===== src/rtl/regfile_sched_pkg.sv =====
// Shared types and constants for the register-file issue/writeback sequencer.
// Holds the FSM encoding, register-file geometry and the captured request layout.
package regfile_sched_pkg;

  localparam int REG_ADDR_W = 4;
  localparam int NUM_REGS   = 16;
  localparam logic [REG_ADDR_W-1:0] REG_PC = 4'd15;

  typedef enum logic [1:0] {
    IDLE  = 2'd0,
    STALL = 2'd1,
    READ  = 2'd2,
    DONE  = 2'd3
  } state_e;

  typedef struct packed {
    logic [REG_ADDR_W-1:0] src1;
    logic [REG_ADDR_W-1:0] src2;
    logic [REG_ADDR_W-1:0] src3;
    logic [2:0]            src_en;
    logic [REG_ADDR_W-1:0] dst;
    logic                  dst_en;
  } req_t;

  // One-hot mask for a register number, used for scoreboard set/clear.
  function automatic logic [NUM_REGS-1:0] reg_bit(input logic [REG_ADDR_W-1:0] r);
    return NUM_REGS'(1) << r;
  endfunction

endpackage


===== src/rtl/regfile_scoreboard.sv =====
// Busy scoreboard: one bit per architectural register marking a pending write.
// Writebacks clear, issue sets (set wins on the same edge); hazard is combinational.
module regfile_scoreboard
  import regfile_sched_pkg::*;
(
  input  logic                  clk,
  input  logic                  rst,
  input  logic                  set_en_i,
  input  logic [REG_ADDR_W-1:0] set_addr_i,
  input  logic                  wb0_valid_i,
  input  logic [REG_ADDR_W-1:0] wb0_addr_i,
  input  logic                  wb1_valid_i,
  input  logic [REG_ADDR_W-1:0] wb1_addr_i,
  input  logic [REG_ADDR_W-1:0] chk_src1_i,
  input  logic [REG_ADDR_W-1:0] chk_src2_i,
  input  logic [REG_ADDR_W-1:0] chk_src3_i,
  input  logic [2:0]            chk_src_en_i,
  input  logic [REG_ADDR_W-1:0] chk_dst_i,
  input  logic                  chk_dst_en_i,
  output logic                  hazard_o,
  output logic [NUM_REGS-1:0]   busy_o,
  output logic                  spurious_o
);

  logic [NUM_REGS-1:0] busy_q, busy_d;
  logic [NUM_REGS-1:0] clr_mask, set_mask;
  logic                spurious_q, spurious_d;

  // A dual writeback to one register just clears the same bit twice.
  always_comb begin
    clr_mask = '0;
    set_mask = '0;
    if (wb0_valid_i) clr_mask = clr_mask | reg_bit(wb0_addr_i);
    if (wb1_valid_i) clr_mask = clr_mask | reg_bit(wb1_addr_i);
    if (set_en_i)    set_mask = reg_bit(set_addr_i);
    busy_d     = (busy_q & ~clr_mask) | set_mask;
    spurious_d = (wb0_valid_i && !busy_q[wb0_addr_i]) ||
                 (wb1_valid_i && !busy_q[wb1_addr_i]);
  end

  always_ff @(posedge clk or posedge rst) begin
    if (rst) begin
      busy_q     <= '0;
      spurious_q <= 1'b0;
    end else begin
      busy_q     <= busy_d;
      spurious_q <= spurious_d;
    end
  end

  // No bypass: only the registered busy vector is consulted.
  always_comb begin
    hazard_o = (chk_src_en_i[0] && busy_q[chk_src1_i]) ||
               (chk_src_en_i[1] && busy_q[chk_src2_i]) ||
               (chk_src_en_i[2] && busy_q[chk_src3_i]) ||
               (chk_dst_en_i    && busy_q[chk_dst_i]);
  end

  assign busy_o     = busy_q;
  assign spurious_o = spurious_q;

endmodule


===== src/rtl/regfile_scheduler.sv =====
// Operand-fetch sequencer for the negedge-sampled register file: one request at a
// time through IDLE/STALL/READ/DONE, with both writebacks routed straight to write ports.
module regfile_scheduler
  import regfile_sched_pkg::*;
#(
  parameter int N = 32
) (
  input  logic                  clk,
  input  logic                  rst,
  input  logic                  iss_valid,
  output logic                  iss_ready,
  input  logic [REG_ADDR_W-1:0] iss_src1,
  input  logic [REG_ADDR_W-1:0] iss_src2,
  input  logic [REG_ADDR_W-1:0] iss_src3,
  input  logic [2:0]            iss_src_en,
  input  logic [REG_ADDR_W-1:0] iss_dst,
  input  logic                  iss_dst_en,
  output logic                  op_done,
  input  logic                  wb0_valid,
  input  logic [REG_ADDR_W-1:0] wb0_addr,
  input  logic [N-1:0]          wb0_data,
  input  logic                  wb1_valid,
  input  logic [REG_ADDR_W-1:0] wb1_addr,
  input  logic [N-1:0]          wb1_data,
  output logic [REG_ADDR_W-1:0] rd_addr_1,
  output logic [REG_ADDR_W-1:0] rd_addr_2,
  output logic [REG_ADDR_W-1:0] rd_addr_3,
  output logic                  rd_en_1,
  output logic                  rd_en_2,
  output logic                  rd_en_3,
  output logic [REG_ADDR_W-1:0] wr_addr_1,
  output logic [REG_ADDR_W-1:0] wr_addr_2,
  output logic [N-1:0]          wr_data_1,
  output logic [N-1:0]          wr_data_2,
  output logic                  wr_en_1,
  output logic                  wr_en_2,
  output logic [NUM_REGS-1:0]   busy,
  output logic                  spurious_wb,
  output logic [15:0]           stall_count
);

  state_e state_q, state_d;
  req_t   req_q, iss_req, chk_req;
  logic   hazard;
  logic   enter_read;
  logic   set_en;
  logic [15:0] stall_count_q;

  assign iss_req = '{src1: iss_src1, src2: iss_src2, src3: iss_src3,
                     src_en: iss_src_en, dst: iss_dst, dst_en: iss_dst_en};

  // In IDLE the incoming request is judged directly so a clean one reaches READ next cycle.
  assign chk_req    = (state_q == IDLE) ? iss_req : req_q;
  assign enter_read = ((state_q == IDLE) && iss_valid && !hazard) ||
                      ((state_q == STALL) && !hazard);
  assign set_en     = enter_read && chk_req.dst_en;

  regfile_scoreboard u_scoreboard (
    .clk         (clk),
    .rst         (rst),
    .set_en_i    (set_en),
    .set_addr_i  (chk_req.dst),
    .wb0_valid_i (wb0_valid),
    .wb0_addr_i  (wb0_addr),
    .wb1_valid_i (wb1_valid),
    .wb1_addr_i  (wb1_addr),
    .chk_src1_i  (chk_req.src1),
    .chk_src2_i  (chk_req.src2),
    .chk_src3_i  (chk_req.src3),
    .chk_src_en_i(chk_req.src_en),
    .chk_dst_i   (chk_req.dst),
    .chk_dst_en_i(chk_req.dst_en),
    .hazard_o    (hazard),
    .busy_o      (busy),
    .spurious_o  (spurious_wb)
  );

  always_ff @(posedge clk or posedge rst) begin
    if (rst) state_q <= IDLE;
    else     state_q <= state_d;
  end

  always_comb begin
    state_d = state_q;
    case (state_q)
      IDLE:    if (iss_valid) state_d = hazard ? STALL : READ;
      STALL:   if (!hazard)   state_d = READ;
      READ:    state_d = DONE;
      DONE:    state_d = IDLE;
      default: state_d = IDLE;
    endcase
  end

  always_ff @(posedge clk or posedge rst) begin
    if (rst) begin
      req_q         <= '0;
      stall_count_q <= '0;
    end else begin
      if ((state_q == IDLE) && iss_valid) req_q <= iss_req;
      if ((state_q == STALL) && (stall_count_q != 16'hFFFF))
        stall_count_q <= stall_count_q + 16'd1;
    end
  end

  assign stall_count = stall_count_q;

  // Read ports are live only during the single READ cycle.
  always_comb begin
    iss_ready = (state_q == IDLE) && !rst;
    op_done   = (state_q == DONE);
    rd_en_1   = (state_q == READ) && req_q.src_en[0];
    rd_en_2   = (state_q == READ) && req_q.src_en[1];
    rd_en_3   = (state_q == READ) && req_q.src_en[2];
    rd_addr_1 = rd_en_1 ? req_q.src1 : '0;
    rd_addr_2 = rd_en_2 ? req_q.src2 : '0;
    rd_addr_3 = rd_en_3 ? req_q.src3 : '0;
  end

  // Writebacks pass straight through; reset forces the ports quiet.
  always_comb begin
    wr_en_1   = wb0_valid && !rst;
    wr_en_2   = wb1_valid && !rst;
    wr_addr_1 = rst ? '0 : wb0_addr;
    wr_addr_2 = rst ? '0 : wb1_addr;
    wr_data_1 = rst ? '0 : wb0_data;
    wr_data_2 = rst ? '0 : wb1_data;
  end

endmodule


===== config.mk =====
export PLATFORM = sky130hd
export DESIGN_NAME = regfile_scheduler
export DESIGN_NICKNAME = d
export VERILOG_FILES = /design/src/rtl/regfile_sched_pkg.sv /design/src/rtl/regfile_scoreboard.sv /design/src/rtl/regfile_scheduler.sv
export SDC_FILE = /design/constraint.sdc
export NUM_CORES = 1
export LEC_CHECK = 0
export ABC_AREA = 1
export BUFFER_PORTS_ARGS = -buffer_cell sky130_fd_sc_hd__buf_2
export CAP_MARGIN = 10
export CORE_MARGIN = 3
export CORE_UTILIZATION = 48
export CTS_CLUSTER_DIAMETER = 80
export DETAILED_ROUTE_END_ITERATION = 8
export PLACE_DENSITY = 0.82
export SLEW_MARGIN = 20
export SYNTH_ARGS = -nofsm -noshare
export SYNTH_HDL_FRONTEND = slang
export SYNTH_HIERARCHICAL = 1
export SYNTH_SLANG_ARGS = --single-unit

===== constraint.sdc =====
create_clock -name clk -period 3.21 [get_ports clk]
set_input_delay 0.4815 -clock clk [delete_from_list [all_inputs] [get_ports clk]]
set_output_delay 0.4815 -clock clk [all_outputs]
set_load 0.05 [all_outputs]

==> metrics.txt, run 1 <==
# TYPE chip_impl_metric gauge
chip_impl_metric{name="area_delta_synth_final",unit="%"} 28.91
chip_impl_info{name="cts-root-buf",value="sky130_fd_sc_hd__clkbuf_8"} 1
chip_impl_metric{name="clk_latency",unit="ns"} 0.32
chip_impl_metric{name="num_vias",unit=""} 5783
chip_impl_metric{name="finish.instance_area",unit="um2"} 6076
chip_impl_metric{name="worst_setup_hold_path_clk_slew",unit="ns"} 0.11
chip_impl_metric{name="global_route.overflow_total",unit=""} 0
chip_impl_metric{name="worst_hold_slack",unit="ns"} 0.3804
chip_impl_metric{name="design_power_total",unit="mW"} 4.896
chip_impl_metric{name="timing.final.hold_violations",unit=""} 0
chip_impl_metric{name="post_drt_via_cell_ratio",unit=""} 4.994
chip_impl_metric{name="wl_per_cell",unit="um"} 13.32
chip_impl_metric{name="sequentialPowerShare",unit="%"} 23.0
chip_impl_metric{name="setup-tns-final",unit="ns"} 0
chip_impl_metric{name="final_period_minus_worst_setup_slack",unit="ns"} 2.873
chip_impl_metric{name="antenna_found_initial",unit=""} 0
chip_impl_metric{name="post_synthesis_cell_count",unit=""} 812
chip_impl_metric{name="dpl-instance-area",unit="um2"} 5942
chip_impl_metric{name="ir_drop",unit="V"} 0.0007458
chip_impl_metric{name="yosysSeqAreaShare",unit="%"} 29.20
chip_impl_metric{name="critical_path_arrival",unit="ns"} 3.10
chip_impl_info{name="grt_setup_unrepaired",value="false"} 1
chip_impl_metric{name="clockBufferDepth",unit=""} 2
chip_impl_metric{name="die-width",unit="um"} 105.1
chip_impl_metric{name="post_route_cells_drive_above_1_share",unit="%"} 26.24
chip_impl_metric{name="max_cap_viol_count",unit=""} 0
chip_impl_info{name="outcome",value="finished, final reports clean"} 1
chip_impl_metric{name="synth_enable_flop_cells",unit=""} 0
chip_impl_metric{name="maxClockFrequency",unit="MHz"} 348.0
chip_impl_metric{name="synth-compound-area-share",unit="%"} 11.71
chip_impl_info{name="cp-start-kind",value="register"} 1
chip_impl_metric{name="power.share.switching",unit="%"} 57.98
chip_impl_metric{name="antennaDiodeCount",unit=""} 0
chip_impl_metric{name="htree_num_levels",unit=""} 2
chip_impl_info{name="timing.hold.worst_endpoint",value="req_q[13]"} 1
chip_impl_metric{name="io_buffers",unit=""} 220
chip_impl_metric{name="synth-simple-area-share",unit="%"} 41.12
chip_impl_info{name="class_of_the_tightest_hold_or_removal_check",value="input port to register"} 1
chip_impl_metric{name="muxShareOfSynthArea",unit="%"} 0
chip_impl_metric{name="pin_count_of_the_biggest_net_entering_global_routing",unit=""} 48
chip_impl_metric{name="ys_seq_elements",unit=""} 55
chip_impl_info{name="clock_tree_from_tritoncts",value="yes"} 1
chip_impl_info{name="most_common_cell_after_layout_fill_and_taps_aside",value="sky130_fd_sc_hd__nand2_1"} 1
chip_impl_metric{name="grt_usage",unit="%"} 27.44
chip_impl_metric{name="final_net_count",unit=""} 1131
chip_impl_info{name="critical_path.reg2reg.endpoint",value="u_scoreboard/busy_o[11]"} 1
chip_impl_metric{name="power.clock.fraction",unit="%"} 8.7
chip_impl_metric{name="yosys.area_share.adder",unit="%"} 1.593
chip_impl_metric{name="worst_clock_skew",unit="ns"} 0.006463
chip_impl_metric{name="r2r_setup_slack",unit="ns"} 0.34
chip_impl_metric{name="initial_drt_pass_iterations",unit=""} 6
chip_impl_metric{name="pin_count",unit=""} 221
chip_impl_metric{name="comb_power_share",unit="%"} 68.3
chip_impl_metric{name="netSwitchingPower",unit="mW"} 2.839
chip_impl_metric{name="synthArstFlopShare",unit="%"} 100.0
chip_impl_metric{name="synth_cell_type_count",unit=""} 32
chip_impl_metric{name="count_of_synthesis_stage_warnings_from_yosys",unit=""} 6
chip_impl_metric{name="final_core_utilization",unit="%"} 64.83
chip_impl_metric{name="dp.final_hpwl",unit="um"} 12070
chip_impl_metric{name="gp_congestion",unit=""} 0.9633
chip_impl_metric{name="antenna_violating_nets_post_route",unit=""} 0
chip_impl_metric{name="clock_sinks",unit=""} 55
chip_impl_info{name="cp-end-kind",value="register"} 1
chip_impl_metric{name="synth-xor-area-share",unit="%"} 0.7433
chip_impl_metric{name="n_fill_cell",unit=""} 932
chip_impl_metric{name="worst_ep_required_time",unit="ns"} 3.44
chip_impl_metric{name="place_inst",unit=""} 1150
chip_impl_metric{name="setup_viol",unit=""} 0
chip_impl_metric{name="mappedNetlistArea",unit="um2"} 4713
chip_impl_info{name="layout.cells.most_common_list",value="229 x sky130_fd_sc_hd__nand2_1, 220 x sky130_fd_sc_hd__buf_2, 160 x sky130_fd_sc_hd__inv_1, 122 x sky130_fd_sc_hd__nor2_1, 76 x sky130_fd_sc_hd__nand3_1"} 1
chip_impl_info{name="hold_path.startpoint",value="iss_src2[1]"} 1
chip_impl_metric{name="final_non_filler_cells",unit=""} 1158
chip_impl_metric{name="grt_pass1_wl",unit="um"} 25260
chip_impl_metric{name="layout_setup_ws",unit="ns"} 0.3365
chip_impl_info{name="synth_top_family_by_area",value="simple AND/OR/NAND/NOR gates"} 1
chip_impl_metric{name="first_global_vias",unit=""} 5246
chip_impl_metric{name="dp_worst_setup_slack",unit="ns"} 0.07218
chip_impl_metric{name="timing.hold.worst_path_depth",unit=""} 3
chip_impl_metric{name="worst_pin_slew",unit="ns"} 0.8068
chip_impl_metric{name="net_count_after_synthesis",unit=""} 915
chip_impl_metric{name="timing.max_slew.rel_slack",unit="%"} 46.22
chip_impl_metric{name="timing.reg2reg.worst_path_depth",unit=""} 18
chip_impl_metric{name="finalWirelength",unit="um"} 15420
chip_impl_metric{name="detail_route.iter0.violations",unit=""} 652
chip_impl_metric{name="std_cell_rows",unit=""} 35
chip_impl_metric{name="period_share",unit="%"} 89.52
chip_impl_metric{name="initial_utilization",unit="%"} 50.29
chip_impl_metric{name="slew_viol_final",unit=""} 0
chip_impl_metric{name="leakage",unit="nW"} 3.709
chip_impl_metric{name="power-per-cell-area",unit="nW/um2"} 805.7
chip_impl_info{name="launching_point_of_the_worst_reg2reg_path",value="state_q[0]"} 1
chip_impl_info{name="ys_dominant_reg_cell",value="sky130_fd_sc_hd__dfrtp_1"} 1
chip_impl_metric{name="drc_errors",unit=""} 0
chip_impl_metric{name="core-area",unit="um2"} 9371
chip_impl_metric{name="fp.dieH",unit="um"} 105.1
chip_impl_metric{name="internal_power",unit="mW"} 2.057
chip_impl_metric{name="syn-mean-instance-area",unit="um2"} 5.805
chip_impl_metric{name="die_area",unit="um2"} 11040
chip_impl_metric{name="path_max_fanout",unit=""} 21
chip_impl_info{name="worst-setup-path-type",value="register to register"} 1
chip_impl_metric{name="number_of_buffers_added_by_the_clock_tree_synthesis_step",unit=""} 5
-- cells in the mapped netlist, drive strengths merged (2+ instances only) --
cell type	instances	area, um2
a22oi	3	22.52
inv	166	623.1
nand3b	7	52.55
o31ai	6	45.04
ha	6	75.07
nand4	10	68.81
nor2	131	534.3
a221o	2	20.02
a21oi	14	70.07
xnor2	3	26.28
clkbuf	10	37.54
o21ai	71	370.4
nand2	235	897.1
buf	11	71.32
nand3	76	380.4
dfrtp	55	1376
-- worst max-delay path: stages (launching register included) --
cell	delay (ns)
sky130_fd_sc_hd__dfrtp_1	0.42
sky130_fd_sc_hd__inv_1	0.16
sky130_fd_sc_hd__ha_4	0.22
sky130_fd_sc_hd__buf_6	0.19
sky130_fd_sc_hd__o21ai_0	0.10
sky130_fd_sc_hd__buf_4	0.17
sky130_fd_sc_hd__inv_2	0.12
sky130_fd_sc_hd__nand2_1	0.07
sky130_fd_sc_hd__nand3_1	0.07
sky130_fd_sc_hd__nand2_1	0.06
sky130_fd_sc_hd__nand2_1	0.05
sky130_fd_sc_hd__nand3_1	0.08
sky130_fd_sc_hd__nand3_1	0.10
sky130_fd_sc_hd__nand2_1	0.07
sky130_fd_sc_hd__inv_1	0.06
sky130_fd_sc_hd__nand2_1	0.08
sky130_fd_sc_hd__a211oi_1	0.28
sky130_fd_sc_hd__nand2_1	0.21
sky130_fd_sc_hd__o21ai_0	0.26
-- power by group through the flow --
stage / clock (mW) / sequential [mW] / combinational (mW)
final: 0.428 / 1.12 / 3.34
after global routing: 0.465 / 1.15 / 3.75
after CTS: 0.443 / 1.12 / 3.26
after detailed placement: 0 / 1.13 / 3.24
after global placement: 0 / 1.13 / 3.22
after floorplan: 0 / 1.41 / 2.17
-- per-layer routing --
layer | global-route usage [%] | part of all wire (%) | vias to the layer above | wire length [um]
met1 | 37.82 | 43 | 2550 | 6600
li1 | - | - | 2924 | -
met5 | 0 | 0 | - | 0
met3 | 4.632 | 9.7 | 27 | 1496
met4 | 8.060 | 1.5 | 0 | 229
met2 | 44.18 | 46 | 282 | 7094
-- what timing repair did --
item	in CTS	in global routing
setup endpoints to repair	0	18
buffers inserted	0	0
hold buffers	0	0
resized for setup	0	12
-- flip-flops by register name, summed over array words and instances (netlist names) --
| register | cells |
|---|---|
| u_scoreboard/spurious_o | 1 |
| u_scoreboard/busy_o | 16 |
| stall_count | 16 |
| req_q | 20 |
| state_q | 2 |
-- how the worst max path moves through the flow --
stage,from,to,slack (ns),cells past startpoint
3_5_place_dp,state_q[0],u_scoreboard/busy_o[10],0.07,16
6_report,state_q[0],u_scoreboard/busy_o[11],0.34,18
5_1_grt,state_q[0],u_scoreboard/busy_o[11],0.05,18
2_1_floorplan,state_q[0],u_scoreboard/busy_o[15],0.45,19
4_1_cts,state_q[0],u_scoreboard/busy_o[11],0.03,16
3_3_place_gp,state_q[0],u_scoreboard/busy_o[3],0.15,16
-- area by class of cell --
cell class              instances  area, um2  area share (%)
well taps                     129      161.4           2.657
clock buffers                   5      68.82           1.133
repair buffers                230       1180           19.42
flip-flops and latches         55       1376           22.65
multi-input cells             569       2628           43.25
inverters                     167      628.1           10.34
clock inverters                 3      33.78          0.5560
-- cells by family after synthesis --
kind of cell | after synthesis
compound gates | 99
xor+xnor | 4
fa+ha+maj | 6
buf+inv | 188
flops | 55
simple gates | 460
Power figures use the tool's default switching activity.
==> run 2, diff against run 1 <==
BUFFER_PORTS_ARGS = unset   (was -buffer_cell sky130_fd_sc_hd__buf_2)
CORE_UTILIZATION = 50   (was 48)
DONT_BUFFER_PORTS = 1   (was unset)
PLACE_DENSITY = unset   (was 0.82)
==> run 2 against run 1 <==
Cell area shrank 17%. Register-to-register slack got worse by 0.07 ns. Wire length is 2.2% lower. Via count is 13% lower. Global-route usage decreased by 0.82 points. Clock-buffer cell count unchanged. Critical path type unchanged. Largest power group unchanged.
==> metrics.txt, run 2 (synthesis results as in run 1) <==
# TYPE chip_impl_metric gauge
chip_impl_info{name="outcome",value="finished, final reports clean"} 1
chip_impl_metric{name="largest_register_ffs",unit=""} 20
chip_impl_metric{name="antennaDiodeCount",unit=""} 0
chip_impl_metric{name="antenna_found_initial",unit=""} 0
chip_impl_metric{name="initial_utilization",unit="%"} 52.76
chip_impl_metric{name="dp.final_hpwl",unit="um"} 11870
chip_impl_metric{name="place_inst",unit=""} 922
chip_impl_metric{name="gp_congestion",unit=""} 0.9583
chip_impl_metric{name="worst_ep_required_time",unit="ns"} 3.44
chip_impl_metric{name="final_period_minus_worst_setup_slack",unit="ns"} 2.943
chip_impl_metric{name="area_delta_synth_final",unit="%"} 6.769
chip_impl_metric{name="detail_route.iter0.violations",unit=""} 320
chip_impl_info{name="most_common_cell_after_layout_fill_and_taps_aside",value="sky130_fd_sc_hd__nand2_1"} 1
chip_impl_metric{name="std_cell_rows",unit=""} 34
chip_impl_info{name="cp-end-kind",value="register"} 1
chip_impl_metric{name="grt_usage",unit="%"} 26.62
chip_impl_metric{name="clk_latency",unit="ns"} 0.32
chip_impl_metric{name="cts.repair.resized",unit=""} 0
chip_impl_info{name="class_of_the_tightest_hold_or_removal_check",value="input port to asynchronous set/reset pin"} 1
chip_impl_metric{name="critical_path_arrival",unit="ns"} 3.17
chip_impl_metric{name="setup_viol",unit=""} 0
chip_impl_metric{name="dp_worst_setup_slack",unit="ns"} 0.05369
chip_impl_metric{name="num_vias",unit=""} 5036
chip_impl_metric{name="number_of_buffers_added_by_the_clock_tree_synthesis_step",unit=""} 5
chip_impl_info{name="worst-setup-path-type",value="register to register"} 1
chip_impl_info{name="critical_path.reg2reg.endpoint",value="u_scoreboard/busy_o[14]"} 1
chip_impl_info{name="launching_point_of_the_worst_reg2reg_path",value="state_q[0]"} 1
chip_impl_metric{name="finish.instance_area",unit="um2"} 5032
chip_impl_metric{name="setup-tns-final",unit="ns"} 0
chip_impl_metric{name="max_cap_viol_count",unit=""} 0
chip_impl_metric{name="timing.reg2reg.worst_path_depth",unit=""} 16
chip_impl_metric{name="n_fill_cell",unit=""} 941
chip_impl_metric{name="final_core_utilization",unit="%"} 56.33
chip_impl_metric{name="worst_clock_skew",unit="ns"} 0.01447
chip_impl_info{name="critical_path.startpoint",value="state_q[0]"} 1
chip_impl_info{name="timing.critical_path.cells",value="inv_1 > ha_1 > buf_4 > o21ai_0 > inv_1 > nand3_1 > nand2_1 > nand2_1 > nand3_1 > nand3_1 > nand2_1 > inv_1 > nand2_1 > a211oi_2 > nand2_2 > o21ai_0"} 1
chip_impl_metric{name="worst_pin_slew",unit="ns"} 1.086
chip_impl_metric{name="grt_pass1_wl",unit="um"} 22110
chip_impl_metric{name="leakage",unit="nW"} 2.781
chip_impl_info{name="crit_path_frequent_cell",value="sky130_fd_sc_hd__nand2_1"} 1
chip_impl_metric{name="post-cts-setup-buffers",unit=""} 0
chip_impl_metric{name="slew_viol_final",unit=""} 0
chip_impl_metric{name="wl_per_cell",unit="um"} 16.22
chip_impl_metric{name="io_buffers",unit=""} 0
chip_impl_metric{name="fp.dieH",unit="um"} 103.1
chip_impl_metric{name="power-per-cell-area",unit="nW/um2"} 940.9
chip_impl_metric{name="worst_hold_slack",unit="ns"} 0.1173
chip_impl_metric{name="period_share",unit="%"} 91.67
chip_impl_metric{name="ir_drop",unit="V"} 0.0004986
chip_impl_metric{name="dpl-instance-area",unit="um2"} 4912
chip_impl_metric{name="die-width",unit="um"} 103.1
chip_impl_info{name="clock_tree_from_tritoncts",value="yes"} 1
chip_impl_metric{name="core-area",unit="um2"} 8934
chip_impl_info{name="critPathSlowestCell",value="sky130_fd_sc_hd__o21ai_0"} 1
chip_impl_metric{name="global_route.overflow_total",unit=""} 0
chip_impl_info{name="cp-start-kind",value="register"} 1
chip_impl_metric{name="pin_count",unit=""} 221
chip_impl_metric{name="die_area",unit="um2"} 10630
chip_impl_info{name="cts-root-buf",value="sky130_fd_sc_hd__clkbuf_8"} 1
chip_impl_metric{name="path_max_fanout",unit=""} 12
chip_impl_metric{name="worst_setup_hold_path_clk_slew",unit="ns"} 0.12
chip_impl_info{name="most_flops_register",value="req_q"} 1
chip_impl_metric{name="drc_errors",unit=""} 0
chip_impl_metric{name="htree_num_levels",unit=""} 2
chip_impl_metric{name="finalWirelength",unit="um"} 15080
chip_impl_metric{name="antenna_violating_nets_post_route",unit=""} 0
chip_impl_metric{name="post_drt_via_cell_ratio",unit=""} 5.415
chip_impl_metric{name="first_global_vias",unit=""} 4353
chip_impl_metric{name="maxClockFrequency",unit="MHz"} 339.8
chip_impl_info{name="layout.cells.most_common_list",value="227 x sky130_fd_sc_hd__nand2_1, 160 x sky130_fd_sc_hd__inv_1, 122 x sky130_fd_sc_hd__nor2_1, 76 x sky130_fd_sc_hd__nand3_1, 59 x sky130_fd_sc_hd__o21ai_0"} 1
chip_impl_metric{name="cts.hold.buffers_added",unit=""} 0
chip_impl_metric{name="timing.max_slew.rel_slack",unit="%"} 27.37
chip_impl_metric{name="r2r_setup_slack",unit="ns"} 0.27
chip_impl_metric{name="design_power_total",unit="mW"} 4.735
chip_impl_metric{name="initial_drt_pass_iterations",unit=""} 5
chip_impl_metric{name="clock_sinks",unit=""} 55
chip_impl_metric{name="post_route_cells_drive_above_1_share",unit="%"} 7.543
chip_impl_metric{name="clockBufferDepth",unit=""} 2
chip_impl_metric{name="pin_count_of_the_biggest_net_entering_global_routing",unit=""} 78
chip_impl_metric{name="final_non_filler_cells",unit=""} 930
chip_impl_metric{name="layout_setup_ws",unit="ns"} 0.2673
chip_impl_metric{name="longest_individual_stage_delay_on_the_worst_path",unit="ns"} 0.47
chip_impl_metric{name="final_net_count",unit=""} 924
chip_impl_metric{name="timing.final.hold_violations",unit=""} 0
-- run 2: changes by cell type in the layout (fill, tap and decap cells not counted), moves of 2 or more --
cell	previous run	this run
sky130_fd_sc_hd__o21ai_2	8	5
sky130_fd_sc_hd__buf_4	9	22
sky130_fd_sc_hd__nand2_2	6	8
sky130_fd_sc_hd__nand2_1	229	227
sky130_fd_sc_hd__o21ai_0	56	59
sky130_fd_sc_hd__buf_2	220	0
-- run 2: worst max path at each step --
stage	slack, ns	to	cells past startpoint
final	0.27	u_scoreboard/busy_o[14]	16
after global routing	-0.007	u_scoreboard/busy_o[11]	16
after CTS	0.03	u_scoreboard/busy_o[14]	16
after detailed placement	0.05	u_scoreboard/busy_o[14]	16
after global placement	0.19	u_scoreboard/busy_o[9]	16
after floorplan	0.45	u_scoreboard/busy_o[15]	19
-- run 2: worst max-delay path: cells and delay by family, from the launching register on --
kind / cells / cell delay, ns
buf+inv: 4 / 0.53
flops: 1 / 0.39
fa+ha+maj: 1 / 0.25
compound gates: 3 / 0.96
simple gates: 8 / 0.73
-- run 2: report_power, final --
group          switching [mW]  internal (mW)
Combinational            2.05          0.836
Clock                   0.265          0.165
Sequential              0.505          0.916
Total                    2.82           1.92
-- run 2: final cells by class --
type                    instances  area [um2]  share of cell area [%]
clock buffers                   5       68.82                   1.367
clock inverters                 3       33.78                  0.6713
repair buffers                 23       176.4                   3.506
multi-input cells             569        2614                   51.94
inverters                     167       628.1                   12.48
flip-flops and latches         55        1376                   27.35
well taps                     108       135.1                   2.685
-- run 2: routing by layer --
metal  global-route usage, %  up-vias  wire, um
met5                       0        -         0
met4                   6.275        0       190
met1                   37.58     2286      6677
met2                   42.13      231      6881
met3                   5.277       19      1330
li1                        -     2500         -
